$ cat src/rtl/game_state_controller_pkg.sv
// Shared types and sizes for the game flow controller.
//   game_state_t : internal FSM state (PAUSED only reachable with GAME_PAUSE_EN)
//   STATE_W      : width of the encoded stateOut value
//   FRAME_CNT_W  : width of the frame counters (invulnerability / end screen)
package game_pkg;

    localparam int STATE_W     = 2;
    localparam int FRAME_CNT_W = 8;

    typedef enum logic [2:0] {
        IDLE    = 3'd0,
        PLAYING = 3'd1,
        WIN     = 3'd2,
        LOSE    = 3'd3,
        PAUSED  = 3'd4
    } game_state_t;

    // PAUSED is reported as PLAYING on the external state code.
    function automatic logic [STATE_W-1:0] state_code(game_state_t s);
        return (s == PAUSED) ? STATE_W'(1) : s[STATE_W-1:0];
    endfunction

endpackage

$ cat src/rtl/game_state_controller_if.sv
// Signal bundle between the game flow controller and the rest of the screen.
//   master : the surroundings (frame timing, keyboard, collision, life bitmap)
//   slave  : game_state_controller
// Optional: GAME_PAUSE_EN adds pauseKey (in) and freeze (out).
interface game_state_controller_if;
    import game_pkg::*;

    logic               startOfFrame;
    logic               startKey;
    logic               collisionShotPlayer;
    logic               gameLose;
    logic               allAliensDead;
    logic               alienReachedBottom;
    logic               playGame;
    logic               shotHitPlayer;
    logic               playerBlink;
    logic               gameWon;
    logic               gameOver;
    logic [STATE_W-1:0] stateOut;
`ifdef GAME_PAUSE_EN
    logic               pauseKey;
    logic               freeze;
`endif

    modport master (
        output startOfFrame, startKey, collisionShotPlayer, gameLose, allAliensDead, alienReachedBottom,
`ifdef GAME_PAUSE_EN
        output pauseKey, input freeze,
`endif
        input  playGame, shotHitPlayer, playerBlink, gameWon, gameOver, stateOut
    );

    modport slave (
        input  startOfFrame, startKey, collisionShotPlayer, gameLose, allAliensDead, alienReachedBottom,
`ifdef GAME_PAUSE_EN
        input  pauseKey, output freeze,
`endif
        output playGame, shotHitPlayer, playerBlink, gameWon, gameOver, stateOut
    );

endinterface

$ cat src/rtl/game_state_controller_player_hit_filter.sv
// player_hit_filter: turns raw per-pixel shot/player overlap into at most one
// hit per frame, then blanks further hits for INVULN_FRAMES frames.
//   clk, resetN    : clock, synchronous active-low reset
//   en             : game is actively playing (latch/counter live)
//   clr            : zero the invulnerability counter (game leaving to IDLE)
//   startOfFrame   : frame boundary pulse
//   collision      : raw overlap
//   shotHit        : one-cycle accepted-hit pulse
//   playerBlink    : counter bit BLINK_BIT while invulnerable
module player_hit_filter
    import game_pkg::*;
#(
    parameter int INVULN_FRAMES = 60,
    parameter int BLINK_BIT     = 2
) (
    input  logic clk,
    input  logic resetN,
    input  logic en,
    input  logic clr,
    input  logic startOfFrame,
    input  logic collision,
    output logic shotHit,
    output logic playerBlink
);

    localparam logic [FRAME_CNT_W-1:0] INV_LOAD = FRAME_CNT_W'(INVULN_FRAMES);

    logic                   hitLatch;
    logic [FRAME_CNT_W-1:0] invulnCnt;
    logic                   hitPulse;

    always_ff @(posedge clk) begin
        if (!resetN) begin
            hitLatch  <= 1'b0;
            invulnCnt <= '0;
            hitPulse  <= 1'b0;
        end else begin
            hitPulse <= 1'b0;
            // The frame start consumes the old latch; a collision on that same
            // cycle seeds the latch for the new frame. Held clear when not enabled.
            hitLatch <= en & (startOfFrame ? collision : (hitLatch | collision));
            if (clr) begin
                invulnCnt <= '0;
            end else if (en && startOfFrame) begin
                if (hitLatch && invulnCnt == '0) begin
                    hitPulse  <= 1'b1;
                    invulnCnt <= INV_LOAD;
                end else if (invulnCnt != '0) begin
                    invulnCnt <= invulnCnt - 1'b1;
                end
            end
        end
    end

    assign shotHit     = hitPulse;
    assign playerBlink = (invulnCnt != '0) && invulnCnt[BLINK_BIT];

endmodule

$ cat src/rtl/game_state_controller.sv
// game_state_controller: top-level game flow FSM (IDLE -> PLAYING -> WIN/LOSE
// -> IDLE) for the space-invaders screen; owns playGame and conditions
// shot/player collisions through player_hit_filter.
//   clk, resetN : clock, synchronous active-low reset
//   bus (slave) : startOfFrame, startKey, collisionShotPlayer, gameLose,
//                 allAliensDead, alienReachedBottom in;
//                 playGame, shotHitPlayer, playerBlink, gameWon, gameOver,
//                 stateOut out
// Optional: define GAME_PAUSE_EN for pauseKey/freeze and the PAUSED state.
module game_state_controller
    import game_pkg::*;
#(
    parameter int INVULN_FRAMES = 60,
    parameter int END_FRAMES    = 120,
    parameter int BLINK_BIT     = 2
) (
    input  logic clk,
    input  logic resetN,
    game_state_controller_if.slave bus
);

    localparam logic [FRAME_CNT_W-1:0] END_LOAD = FRAME_CNT_W'(END_FRAMES);

    game_state_t            state, next_state;
    logic                   startKey_d, keyRise;
    logic [FRAME_CNT_W-1:0] endCnt;
    logic                   hitPulse, blink;
`ifdef GAME_PAUSE_EN
    logic                   pauseKey_d, pauseRise;
`endif

    // State register plus the edge detectors and end-screen counter.
    // Edge registers reload the live key level in reset so that a key held
    // through reset does not look like a fresh press afterwards.
    always_ff @(posedge clk) begin
        if (!resetN) begin
            state      <= IDLE;
            startKey_d <= bus.startKey;
            keyRise    <= 1'b0;
            endCnt     <= '0;
        end else begin
            state      <= next_state;
            startKey_d <= bus.startKey;
            keyRise    <= bus.startKey & ~startKey_d;
            if (state == PLAYING && (next_state == WIN || next_state == LOSE))
                endCnt <= END_LOAD;
            else if ((state == WIN || state == LOSE) && bus.startOfFrame && endCnt != '0)
                endCnt <= endCnt - 1'b1;
        end
    end

`ifdef GAME_PAUSE_EN
    always_ff @(posedge clk) begin
        if (!resetN) begin
            pauseKey_d <= bus.pauseKey;
            pauseRise  <= 1'b0;
        end else begin
            pauseKey_d <= bus.pauseKey;
            pauseRise  <= bus.pauseKey & ~pauseKey_d;
        end
    end
`endif

    // Next state. In PLAYING a loss outranks a win.
    always_comb begin
        next_state = state;
        case (state)
            IDLE:
                if (keyRise) next_state = PLAYING;
            PLAYING: begin
                if (bus.alienReachedBottom || bus.gameLose) next_state = LOSE;
                else if (bus.allAliensDead)                 next_state = WIN;
`ifdef GAME_PAUSE_EN
                else if (pauseRise)                         next_state = PAUSED;
`endif
            end
            WIN, LOSE:
                if (keyRise && endCnt == '0) next_state = IDLE;
`ifdef GAME_PAUSE_EN
            PAUSED:
                if (pauseRise) next_state = PLAYING;
`endif
            default:
                next_state = IDLE;
        endcase
    end

    player_hit_filter #(
        .INVULN_FRAMES (INVULN_FRAMES),
        .BLINK_BIT     (BLINK_BIT)
    ) u_hit_filter (
        .clk          (clk),
        .resetN       (resetN),
        .en           (state == PLAYING),
        .clr          (next_state == IDLE),
        .startOfFrame (bus.startOfFrame),
        .collision    (bus.collisionShotPlayer),
        .shotHit      (hitPulse),
        .playerBlink  (blink)
    );

    // Outputs decode registered state only. A pulse produced on the frame the
    // game ends is masked so WIN/LOSE never shows a hit.
    always_comb begin
        bus.playGame      = (state != IDLE);
        bus.gameWon       = (state == WIN);
        bus.gameOver      = (state == LOSE);
        bus.stateOut      = state_code(state);
        bus.shotHitPlayer = hitPulse && (state == PLAYING);
        bus.playerBlink   = blink;
`ifdef GAME_PAUSE_EN
        bus.freeze        = (state == PAUSED);
`endif
    end

endmodule
$ cat src/flat_wrapper.sv
// flat-port wrapper written by rule: the top's interface ports become plain ports
module game_state_controller_flat import game_pkg::*;
#(
    parameter int INVULN_FRAMES = 60,
    parameter int END_FRAMES    = 120,
    parameter int BLINK_BIT     = 2
)
  (clk, resetN, bus_startOfFrame, bus_startKey, bus_collisionShotPlayer, bus_gameLose, bus_allAliensDead, bus_alienReachedBottom, bus_playGame, bus_shotHitPlayer, bus_playerBlink, bus_gameWon, bus_gameOver, bus_stateOut);
  game_state_controller_if bus_i ();
  input  logic clk;
  input  logic resetN;
  input wire logic [$bits(bus_i.startOfFrame)-1:0] bus_startOfFrame;
  input wire logic [$bits(bus_i.startKey)-1:0] bus_startKey;
  input wire logic [$bits(bus_i.collisionShotPlayer)-1:0] bus_collisionShotPlayer;
  input wire logic [$bits(bus_i.gameLose)-1:0] bus_gameLose;
  input wire logic [$bits(bus_i.allAliensDead)-1:0] bus_allAliensDead;
  input wire logic [$bits(bus_i.alienReachedBottom)-1:0] bus_alienReachedBottom;
  output wire logic [$bits(bus_i.playGame)-1:0] bus_playGame;
  output wire logic [$bits(bus_i.shotHitPlayer)-1:0] bus_shotHitPlayer;
  output wire logic [$bits(bus_i.playerBlink)-1:0] bus_playerBlink;
  output wire logic [$bits(bus_i.gameWon)-1:0] bus_gameWon;
  output wire logic [$bits(bus_i.gameOver)-1:0] bus_gameOver;
  output wire logic [$bits(bus_i.stateOut)-1:0] bus_stateOut;
  assign bus_i.startOfFrame = bus_startOfFrame;
  assign bus_i.startKey = bus_startKey;
  assign bus_i.collisionShotPlayer = bus_collisionShotPlayer;
  assign bus_i.gameLose = bus_gameLose;
  assign bus_i.allAliensDead = bus_allAliensDead;
  assign bus_i.alienReachedBottom = bus_alienReachedBottom;
  assign bus_playGame = bus_i.playGame;
  assign bus_shotHitPlayer = bus_i.shotHitPlayer;
  assign bus_playerBlink = bus_i.playerBlink;
  assign bus_gameWon = bus_i.gameWon;
  assign bus_gameOver = bus_i.gameOver;
  assign bus_stateOut = bus_i.stateOut;
  game_state_controller #(.INVULN_FRAMES(INVULN_FRAMES), .END_FRAMES(END_FRAMES), .BLINK_BIT(BLINK_BIT)) u_core (.clk(clk), .resetN(resetN), .bus(bus_i));
endmodule
$ cat config.mk
export PLATFORM = sky130hd
export DESIGN_NAME = game_state_controller_flat
export DESIGN_NICKNAME = d
export VERILOG_FILES = /design/src/rtl/game_state_controller_pkg.sv /design/src/rtl/game_state_controller_if.sv /design/src/rtl/game_state_controller_player_hit_filter.sv /design/src/rtl/game_state_controller.sv /design/src/flat_wrapper.sv
export SDC_FILE = /design/constraint.sdc
export NUM_CORES = 1
export LEC_CHECK = 0
export CAP_MARGIN = 20
export CORE_UTILIZATION = 49
export CTS_CLUSTER_DIAMETER = 30
export DETAILED_ROUTE_END_ITERATION = 10
export PLACE_DENSITY = 0.74
export REMOVE_ABC_BUFFERS = 1
export SYNTH_ARGS = -nofsm -noshare
export SYNTH_HDL_FRONTEND = slang
export SYNTH_HIERARCHICAL = 1
export SYNTH_SLANG_ARGS = --single-unit
$ cat constraint.sdc
create_clock -name clk -period 2.3 [get_ports clk]
set_clock_uncertainty 0.2 [all_clocks]
set_input_delay 0.23 -clock clk [delete_from_list [all_inputs] [get_ports clk]]
set_output_delay 0.23 -clock clk [all_outputs]
set_load 0.01 [all_outputs]
# After elaboration in Yosys (flattened, before gate mapping)

Cells that the tools add are included.
W data, S select, Z words.

Logic and storage cells: 59
Register bits after elaboration: 23
Input port bits: 8
Output and inout bits: 7

Eq/ne operators: 6
Reduce and logical (&&, ||, !) cells: 25
Add/subtract/negate cells: 2
Bitwise logic cells: 6
Muxes and demuxes: 12

Operators with widths:

| kind                  | number |
|---|---|
| $logic_not A8 Y1      | 2 |
| $mux W8               | 2 |
| $reduce_bool A8 Y1    | 2 |
| $sub A8 B1 Y8 const B | 2 |
| $mux W7               | 2 |
| $eq A3 B2 Y1 const B  | 4 |
| $mux W3               | 4 |
| $pmux W3 S3           | 1 |
| $logic_and A1 B1 Y1   | 8 |
| $logic_not A3 Y1      | 2 |
| $reduce_or A2 Y1      | 3 |
| $reduce_bool A2 Y1    | 2 |
| $eq A3 B1 Y1 const B  | 1 |
| $eq A3 B3 Y1 const B  | 1 |
| $logic_or A1 B1 Y1    | 3 |
| $not A1 Y1            | 3 |
| $reduce_bool A3 Y1    | 1 |
| $reduce_or A3 Y1      | 1 |
| $and A1 B1 Y1         | 2 |
| $mux W1               | 2 |
| $mux W2               | 1 |
| $reduce_and A2 Y1     | 1 |
| $or A1 B1 Y1          | 1 |

# Logic depth before layout (Yosys ltp)

Gate-level depths: netlist of the first run.

Word-level depth: 8
Gate-level depth with buffers: 11
Depth with buffers taken out: 10

# Cells and area by module

The synthesis of the first run kept the hierarchy.

Modules (own cells, without submodules):

| module                | instances | area an instance (sq um) | seq. area each (sq um) | cells an instance |
|---|---|---|---|---|
| game_state_controller | 1         | 665.6                    | 260.2                  | 72 |
| player_hit_filter     | 1         | 564.3                    | 200.2                  | 61 |

# Worst setup path after synthesis of the first run

OpenSTA, ideal clock, no wires.

Path type: reg-to-reg
Start: register u_core.state[0]
End: register u_core.u_hit_filter.invulnCnt[3]
Slack: -0.090 ns
Period minus slack after synthesis: 2.390 ns
Data required time: 2.031 ns
Arrival time: 2.121 ns
Library setup time: 0.069 ns
Cell stages (with the launch flop): 10
Cell sequence: dfxtp_1 > nor3b_1 > o31ai_1 > a21boi_0 > and2_1 > nand2b_1 > clkbuf_1 > nor4_1 > nand4_1 > o21ai_1

Longest elaborated chain between the ends: 5
Elaborated cells between the ends (all ways): 14
Those cells by class: eq/ne (3); mux (5); reduce/logical (6)

Ends and longest elaborated chain:

| item                                        | line                                                     | text |
|---|---|---|
| from (decl)                                 | game_state_controller.sv:24                              | `game_state_t state, next_state;` |
| from (signal assigned)                      | game_state_controller.sv:42                              | `state <= next_state;` |
| $eq A3 B2 Y1 or $mux W3 (tied branches)     | game_state_controller.sv:67, game_state_controller.sv:72 |  |
| $reduce_or A2 Y1 or $mux W3 (tied branches) | game_state_controller.sv:67, game_state_controller.sv:71 |  |
| $pmux W3 S3                                 | game_state_controller.sv:67                              | `case (state)` |
| $logic_not A3 Y1                            | game_state_controller.sv:95                              | `.clr (next_state == IDLE),` |
| $reduce_or A2 Y1 (no line)                  | n/a                                                      |  |
| to (signal assigned)                        | game_state_controller_player_hit_filter.sv:49            | `invulnCnt <= invulnCnt - 1'b1;` |
| to (decl)                                   | game_state_controller_player_hit_filter.sv:29            | `logic [FRAME_CNT_W-1:0] invulnCnt;` |

Parallel ways exist; a longest one is shown, timed or not.
A chain may end at the register's enable or synchronous reset.

# Worst setup path in the final report of the first run

Start: register u_core.state[1]
End: output bus_gameOver

Longest elaborated chain between the ends: 1

Ends and longest elaborated chain:

| item         | line                         | text |
|---|---|---|
| $eq A3 B2 Y1 | game_state_controller.sv:107 | `bus.gameOver = (state == LOSE);` |
| to (decl)    | flat_wrapper.sv:22           | `output wire logic [$bits(bus_i.gameOver)-1:0] bus_gameOver;` |

Every way passes these cells.

==> results.txt, run 1 <==
Placement Cell Area = 1420 um2
Final hold viol count = 0
Least-Margin Pin Slew = 0.506 ns
Initial DRC Count = 12
WP data required = 1.87 ns
Max-capacitance violation count = 0
Final ANT Viol Nets = 0
Prevailing post-synth register cell = dfxtp_1
Worst-path fanout max = 7
First-pass DRT Iterations = 4
Die area = 2710 um2
Initial Util = 53.5%
Slew margin rel. = 66.1%
Final wirelength = 2590 um
Num Clock Sinks = 23
Critical Path End Type = output port
Vias in the first global route = 870
Post-route clock period utilization = 96.2%
IO Port Bufs = 14
First-pass GRT wire length = 4260 um
Final instance area = 1480 um2
Peak supply drop = 0.516 mV
Fin crit period = 2.21 ns
TritonCTS buffer count = 3
Final cell count without fillers = 180
P_leak = 0.525 nW
FILL cells = 201
Die X = 52.1 um
H-tree depth = 1
Critical path type = flip-flop to output port
Vias/cell = 5.69
Root Driver = clkbuf_4
Post-CTS setup buffers = 0
Residual DRC count = 0
Layout overhead on the synthesized area = 19.9%
Total gr overflow = 0
Hold_buf cts = 0
Worst EP arrival = 1.78 ns
Die H = 52.1 um
EDFF count, synth = 0
Clk pin slew, worst setup/hold paths = 0.13 ns
Layout Nets = 164
IO Pins = 15
CTS tree = built
Async set-reset flop share out of synthesis = 0%
ANT cells = 0
Hold_ws = 0.175 ns
Final estimated routing congestion in global placement = 0.847
Synth warn = 6
Layout cells sized above 1 = 17.8%
Post-DP HPWL = 1870 um
Max Slew Vio Count = 0
Critical Path Source Type = flip-flop
Final setup TNS = 0 ns
Netlist Area Pre-Place = 1230 um2
Post-synthesis register bit count = 23
Clock tree buffer depth = 2
Inst Count DP = 176
Clock Latency Late Sink = 0.31 ns
Post-synthesis sequential area ratio = 37.4%
Yosys cell types = 46
Via count = 1025
Initial antenna violation count = 0
WL/cell = 14.4 um
Post-Synthesis Cells = 133
Row count = 17
Core area = 2300 um2
Status = finished clean
Largest net degree at the start of global routing = 14
Endpoints failing setup = 0
Max Fclk = 0.452 GHz
Mean post-synth cell area = 9.25 um2
Cell Pwr Density = 441 nW/um2
Worst Hold Class = input port to flip-flop
Total GRT Usage = 21.6%
## power by group
| group | switching (mW) | total (mW) | leakage, nW | internal (mW) |
|---|---|---|---|---|
| clock network | 0.127 | 0.192 | 0.0177 | 0.0650 |
| registers | 0.00571 | 0.409 | 0.187 | 0.403 |
| logic | 0.0222 | 0.0498 | 0.320 | 0.0276 |
| total | 0.155 | 0.650 | 0.525 | 0.496 |
## per-layer routing
| layer | wire length (um) | GRT usage [%] | part of all wire [%] |
|---|---|---|---|
| met5 | 0 | 0 | 0 |
| met4 | 16 | 5.41 | 0.62 |
| met3 | 100 | 6.14 | 3.9 |
| met2 | 1120 | 30.8 | 43 |
| met1 | 1350 | 31.5 | 52 |
## path summary, 6_finish.rpt
check	to	slack, ns	startpoint	depth (start not counted)
setup / recovery	bus_gameOver	0.09	u_core/state[1]	3
hold / removal	u_core/startKey_d	0.18	bus_startKey	1
setup reg to reg	u_core/u_hit_filter/invulnCnt[3]	0.18	u_core/endCnt[1]	10
hold reg to reg	u_core/keyRise	0.20	u_core/startKey_d	1
## flip-flops by register name, summed over array words and instances (netlist names)
| signal | cells |
|---|---|
| u_core/state | 3 |
| u_core/endCnt | 8 |
| u_core/u_hit_filter/shotHit | 1 |
| u_core/startKey_d | 1 |
| u_core/keyRise | 1 |
| u_core/u_hit_filter/hitLatch | 1 |
| u_core/u_hit_filter/invulnCnt | 8 |
## cell usage after synthesis (3+ instances only)
cell type  count  share of area, %
or2_2          3               1.5
or3_1          3               1.5
inv_1         10               3.1
a21oi_1        7               2.8
xnor2_1        7               5.0
ha_1           3               3.1
o31ai_1        4               2.4
nand3b_1       3               1.8
nor2_1        13               4.0
nand3_1        3               1.2
nand2_1        4               1.2
dfxtp_1       23                37
nor3b_1        4               2.4
and2_1         4               2.0
a211oi_1       3               1.8
## through the flow
stage / power (mW) / util [%] / setup slack (ns)
2_1_floorplan: 0.436 / - / -0.0923
3_3_place_gp: 0.463 / 61.8 / 0.128
3_5_place_dp: 0.464 / 61.8 / 0.0985
4_1_cts: 0.651 / 63.2 / 0.0650
5_1_grt: 0.680 / 64.2 / -0.00913
6_report: 0.650 / 64.2 / 0.0882
## placed cells by master, fill, tap and decap left out, types with 2 or more instances in the layout
cell type        netlist  routed
nand4_1                2       2
a211oi_1               3       3
nand2_1                4       4
nor2_1                13      13
a21boi_0               2       2
inv_1                 10      10
nor3b_1                4       3
xnor2_1                7       7
nand3_1                3       3
and2_1                 4       4
ha_1                   3       3
o21ai_1                2       2
clkbuf_4               0       3
dfxtp_2                0       3
nand3b_1               3       3
a21oi_1                7       7
mux2i_1                2       2
clkdlybuf4s50_1        0      14
or3_1                  3       3
nor4_4                 2       2
or2_2                  3       3
a31oi_1                2       2
o31ai_1                4       4
nor3_1                 2       2
dfxtp_1               23      20
buf_4                  0       5
## kinds of logic (layout without fill, tap and decap cells)
logic type                 after synthesis  after routing  synth area share, %
and+or+nand+nor                         53             53                 30.1
DFF                                     23             23                 37.4
muxes                                    2              2                 1.63
adders and majority gates                3              3                 3.05
buffers and inverters                   14             33                 4.88
other                                    1              1                0.305
AOI/OAI and AO/OA                       29             29                 16.9
xor gates and xnor gates                 8              8                 5.70
## layout make-up
type | instances | area, um2 | area share (%)
multi-input cells | 96 | 733 | 49.7
well taps | 28 | 35.0 | 2.37
inverters | 10 | 37.5 | 2.54
clock buffers | 3 | 22.5 | 1.53
repair buffers | 19 | 178 | 12.0
flip-flops and latches | 23 | 464 | 31.5
clock inverters | 1 | 5.00 | 0.339
## worst max-delay path: stages, from the launching register on
cell             delay (ns)
dfxtp_1                0.51
nor2b_1                0.22
and2_1                 0.19
clkdlybuf4s50_1        0.55
## repair_timing
item                                   in CTS  in global routing
gates cloned                                0                  0
setup endpoints to repair                   1                  4
pin swaps                                   0                  1
endpoints found under the hold margin       0                  0
resized for setup                           1                  6
(Power assumes the default switching activity.)
==> run 2: changes to the inputs <==
--- a/config.mk
+++ b/config.mk
@@ -11,6 +11,7 @@
 export DETAILED_ROUTE_END_ITERATION = 10
 export PLACE_DENSITY = 0.74
 export REMOVE_ABC_BUFFERS = 1
+export SLEW_MARGIN = 10
 export SYNTH_ARGS = -nofsm -noshare
 export SYNTH_HDL_FRONTEND = slang
 export SYNTH_HIERARCHICAL = 1
==> constraint.sdc (replaced) <==
create_clock -name clk -period 2.3 [get_ports clk]
set_clock_uncertainty 0.2 [all_clocks]
set_input_delay 0.575 -clock clk [delete_from_list [all_inputs] [get_ports clk]]
set_output_delay 0.575 -clock clk [all_outputs]
set_load 0.01 [all_outputs]
==> run 2 against run 1 <==
Clock power hardly changed; utilization grew 3.7 points; critical path depth grew 1; worst hold slack improved by 0.025 ns; final cell count is 6.1% higher; sequential share of layout area fell by 1.9 points; power up 0.68%; first-iteration DRC count is 17% higher; sequential cell count unchanged; non-clock buffer count increased by 11; combinational power rose by 13%; design area is 5.8% higher.
==> results.txt, run 2 (synthesized netlist as in run 1, its figures left out) <==
Status = finished clean
CP Cell Sequence = buf_4 -> nor2b_1 -> and2_1 -> dlygate4sd2_1
WL/cell = 14.6 um (+1.3%)
Clk pin slew, worst setup/hold paths = 0.12 ns (about the same)
H-tree depth = 1 (unchanged)
Clock tree buffer depth = 2 (unchanged)
Max-capacitance violation count = 0 (unchanged)
Multi-input combinational cell area = 746 um2 (+1.7%)
WP data required = 1.52 ns (-0.35 ns)
Max Slew Vio Count = 0 (unchanged)
TritonCTS buffer count = 3 (unchanged)
First-pass GRT wire length = 4860 um (+14%)
CTS tree = built
Final hold viol count = 0 (unchanged)
FF+latch area = 462 um2 (-0.54%)
Clock Latency Late Sink = 0.32 ns (about the same)
Final instance area = 1560 um2 (+5.8%)
Fin crit period = 2.22 ns (+0.00741 ns)
Layout cells sized above 1 = 23.3% (+5.5 points)
Critical Path End Type = output port
FILL cells = 183 (-9.0%)
Worst-path fanout max = 6 (-1)
Slew margin rel. = 66.7% (+0.59 points)
Residual DRC count = 0 (unchanged)
Row count = 17 (unchanged)
Initial antenna violation count = 0 (unchanged)
Via count = 1066 (+4.0%)
Layout overhead on the synthesized area = 26.9%
Initial Util = 53.5% (unchanged)
Final wirelength = 2780 um (+7.5%)
IO Pins = 15 (unchanged)
Peak supply drop = 0.414 mV (-20%)
Most frequent cells in the layout = dfxtp_1 (22), buf_4 (16), nor2_1 (13)
Die H = 52.1 um (unchanged)
CP max stage delay = 0.37 ns (-0.18 ns)
IO Port Bufs = 14 (unchanged)
Cell Pwr Density = 420 nW/um2 (-4.8%)
Placement Cell Area = 1500 um2 (+5.3%)
Max Fclk = 0.451 GHz (-0.33%)
Final ANT Viol Nets = 0 (unchanged)
Pwr Total = 0.655 mW (+0.68%)
Final cell count without fillers = 191 (+6.1%)
Critical path type = flip-flop to output port
Largest registers = u_core/endCnt: 8 flops, u_core/u_hit_filter/invulnCnt: 8 flops, u_core/state: 3 flops
Worst Slack Setup Final = 0.0808 ns (-0.00741 ns)
Core area = 2300 um2 (unchanged)
Vias in the first global route = 1071 (+23%)
Post-DP HPWL = 1970 um (+4.9%)
First-pass DRT Iterations = 4 (unchanged)
Initial DRC Count = 14 (+2)
Post-route clock period utilization = 96.5% (+0.32 points)
Commonest non-fill, non-tap cell in the layout = dfxtp_1
Root Driver = clkbuf_4
Total gr overflow = 0 (unchanged)
Largest net degree at the start of global routing = 13 (-1)
Endpoints failing setup = 0 (unchanged)
Inst Count DP = 186 (+5.7%)
ANT cells = 0 (unchanged)
Worst Hold Class = flip-flop to flip-flop
Num Clock Sinks = 23 (unchanged)
Die area = 2710 um2 (unchanged)
Final estimated routing congestion in global placement = 0.823 (-2.8%)
Vias/cell = 5.58 (-2.0%)
CP max stage cell = dfxtp_1
Hold_buf cts = 0 (unchanged)
Die X = 52.1 um (unchanged)
P_leak = 0.602 nW (+15%)
Worst EP arrival = 1.44 ns (-0.34 ns)
Hold_ws = 0.201 ns (+0.0254 ns)
Critical Path Source Type = flip-flop
Least-Margin Pin Slew = 0.498 ns (-0.00880 ns)
Dpl ws = -0.217 ns (-0.315 ns)
Layout Nets = 175 (+6.7%)
Total GRT Usage = 25.0% (+3.4 points)
-- run 2: cell types whose count changed in the layout (fill, tap and decap cells not counted), moves of 2 or more --
cell / before / now
buf_4: 5 / 16
clkdlybuf4s50_1: 14 / 9
dlygate4sd2_1: 0 / 5
dfxtp_1: 20 / 22
dfxtp_2: 3 / 1
-- run 2: area by class of cell --
| class | instances | area share, % |
|---|---|---|
| sequential | 23 | 29.6 |
| clock buffer | 4 | 1.68 |
| inverter | 10 | 2.41 |
| multi-input combinational | 96 | 47.8 |
| timing repair buffer | 30 | 16.3 |
| tap | 28 | 2.25 |
-- run 2: critical path: cells and delay by family, from the launching register on --
family,cells,cell delay (ns)
buffers and inverters,2,0.43
and+or+nand+nor,2,0.33
DFF,1,0.37
-- run 2: worst paths after layout --
kind | start | endpoint | slack, ns | cells after the start
hold reg to reg | u_core/startKey_d | u_core/keyRise | 0.20 | 1
setup reg to reg | u_core/state[1] | u_core/u_hit_filter/invulnCnt[0] | 0.12 | 9
setup / recovery | u_core/state[1] | bus_gameOver | 0.08 | 4
hold / removal | u_core/startKey_d | u_core/keyRise | 0.20 | 1
-- run 2: power by group --
| part | switching, mW | leakage [nW] | total (mW) | internal [mW] |
|---|---|---|---|---|
| Combinational | 0.0261 | 0.400 | 0.0564 | 0.0303 |
| Sequential | 0.00362 | 0.187 | 0.406 | 0.403 |
| Clock | 0.124 | 0.0150 | 0.192 | 0.0680 |
| Total | 0.154 | 0.602 | 0.655 | 0.501 |
-- run 2: per-layer routing --
metal	share of wire (%)	up-vias	GRT usage [%]
met5	0	-	0
met1	49	496	31.0
met2	45	24	40.0
met3	4.3	7	7.02
li1	-	539	-
met4	1.8	0	10.8
-- run 2: what timing repair did --
| item | in CTS | in global routing |
|---|---|---|
| pin swaps | 0 | 3 |
| setup buffers | 1 | 0 |
| resized for setup | 7 | 6 |
| endpoints found under the setup margin | 4 | 9 |
-- run 2: stage by stage --
step / TNS [ns] / util, %
2_1_floorplan: -0.360 / -
3_3_place_gp: -0.712 / 65.1
3_5_place_dp: -1.44 / 65.1
4_1_cts: 0 / 66.7
5_1_grt: -0.116 / 67.9
6_report: 0 / 67.9
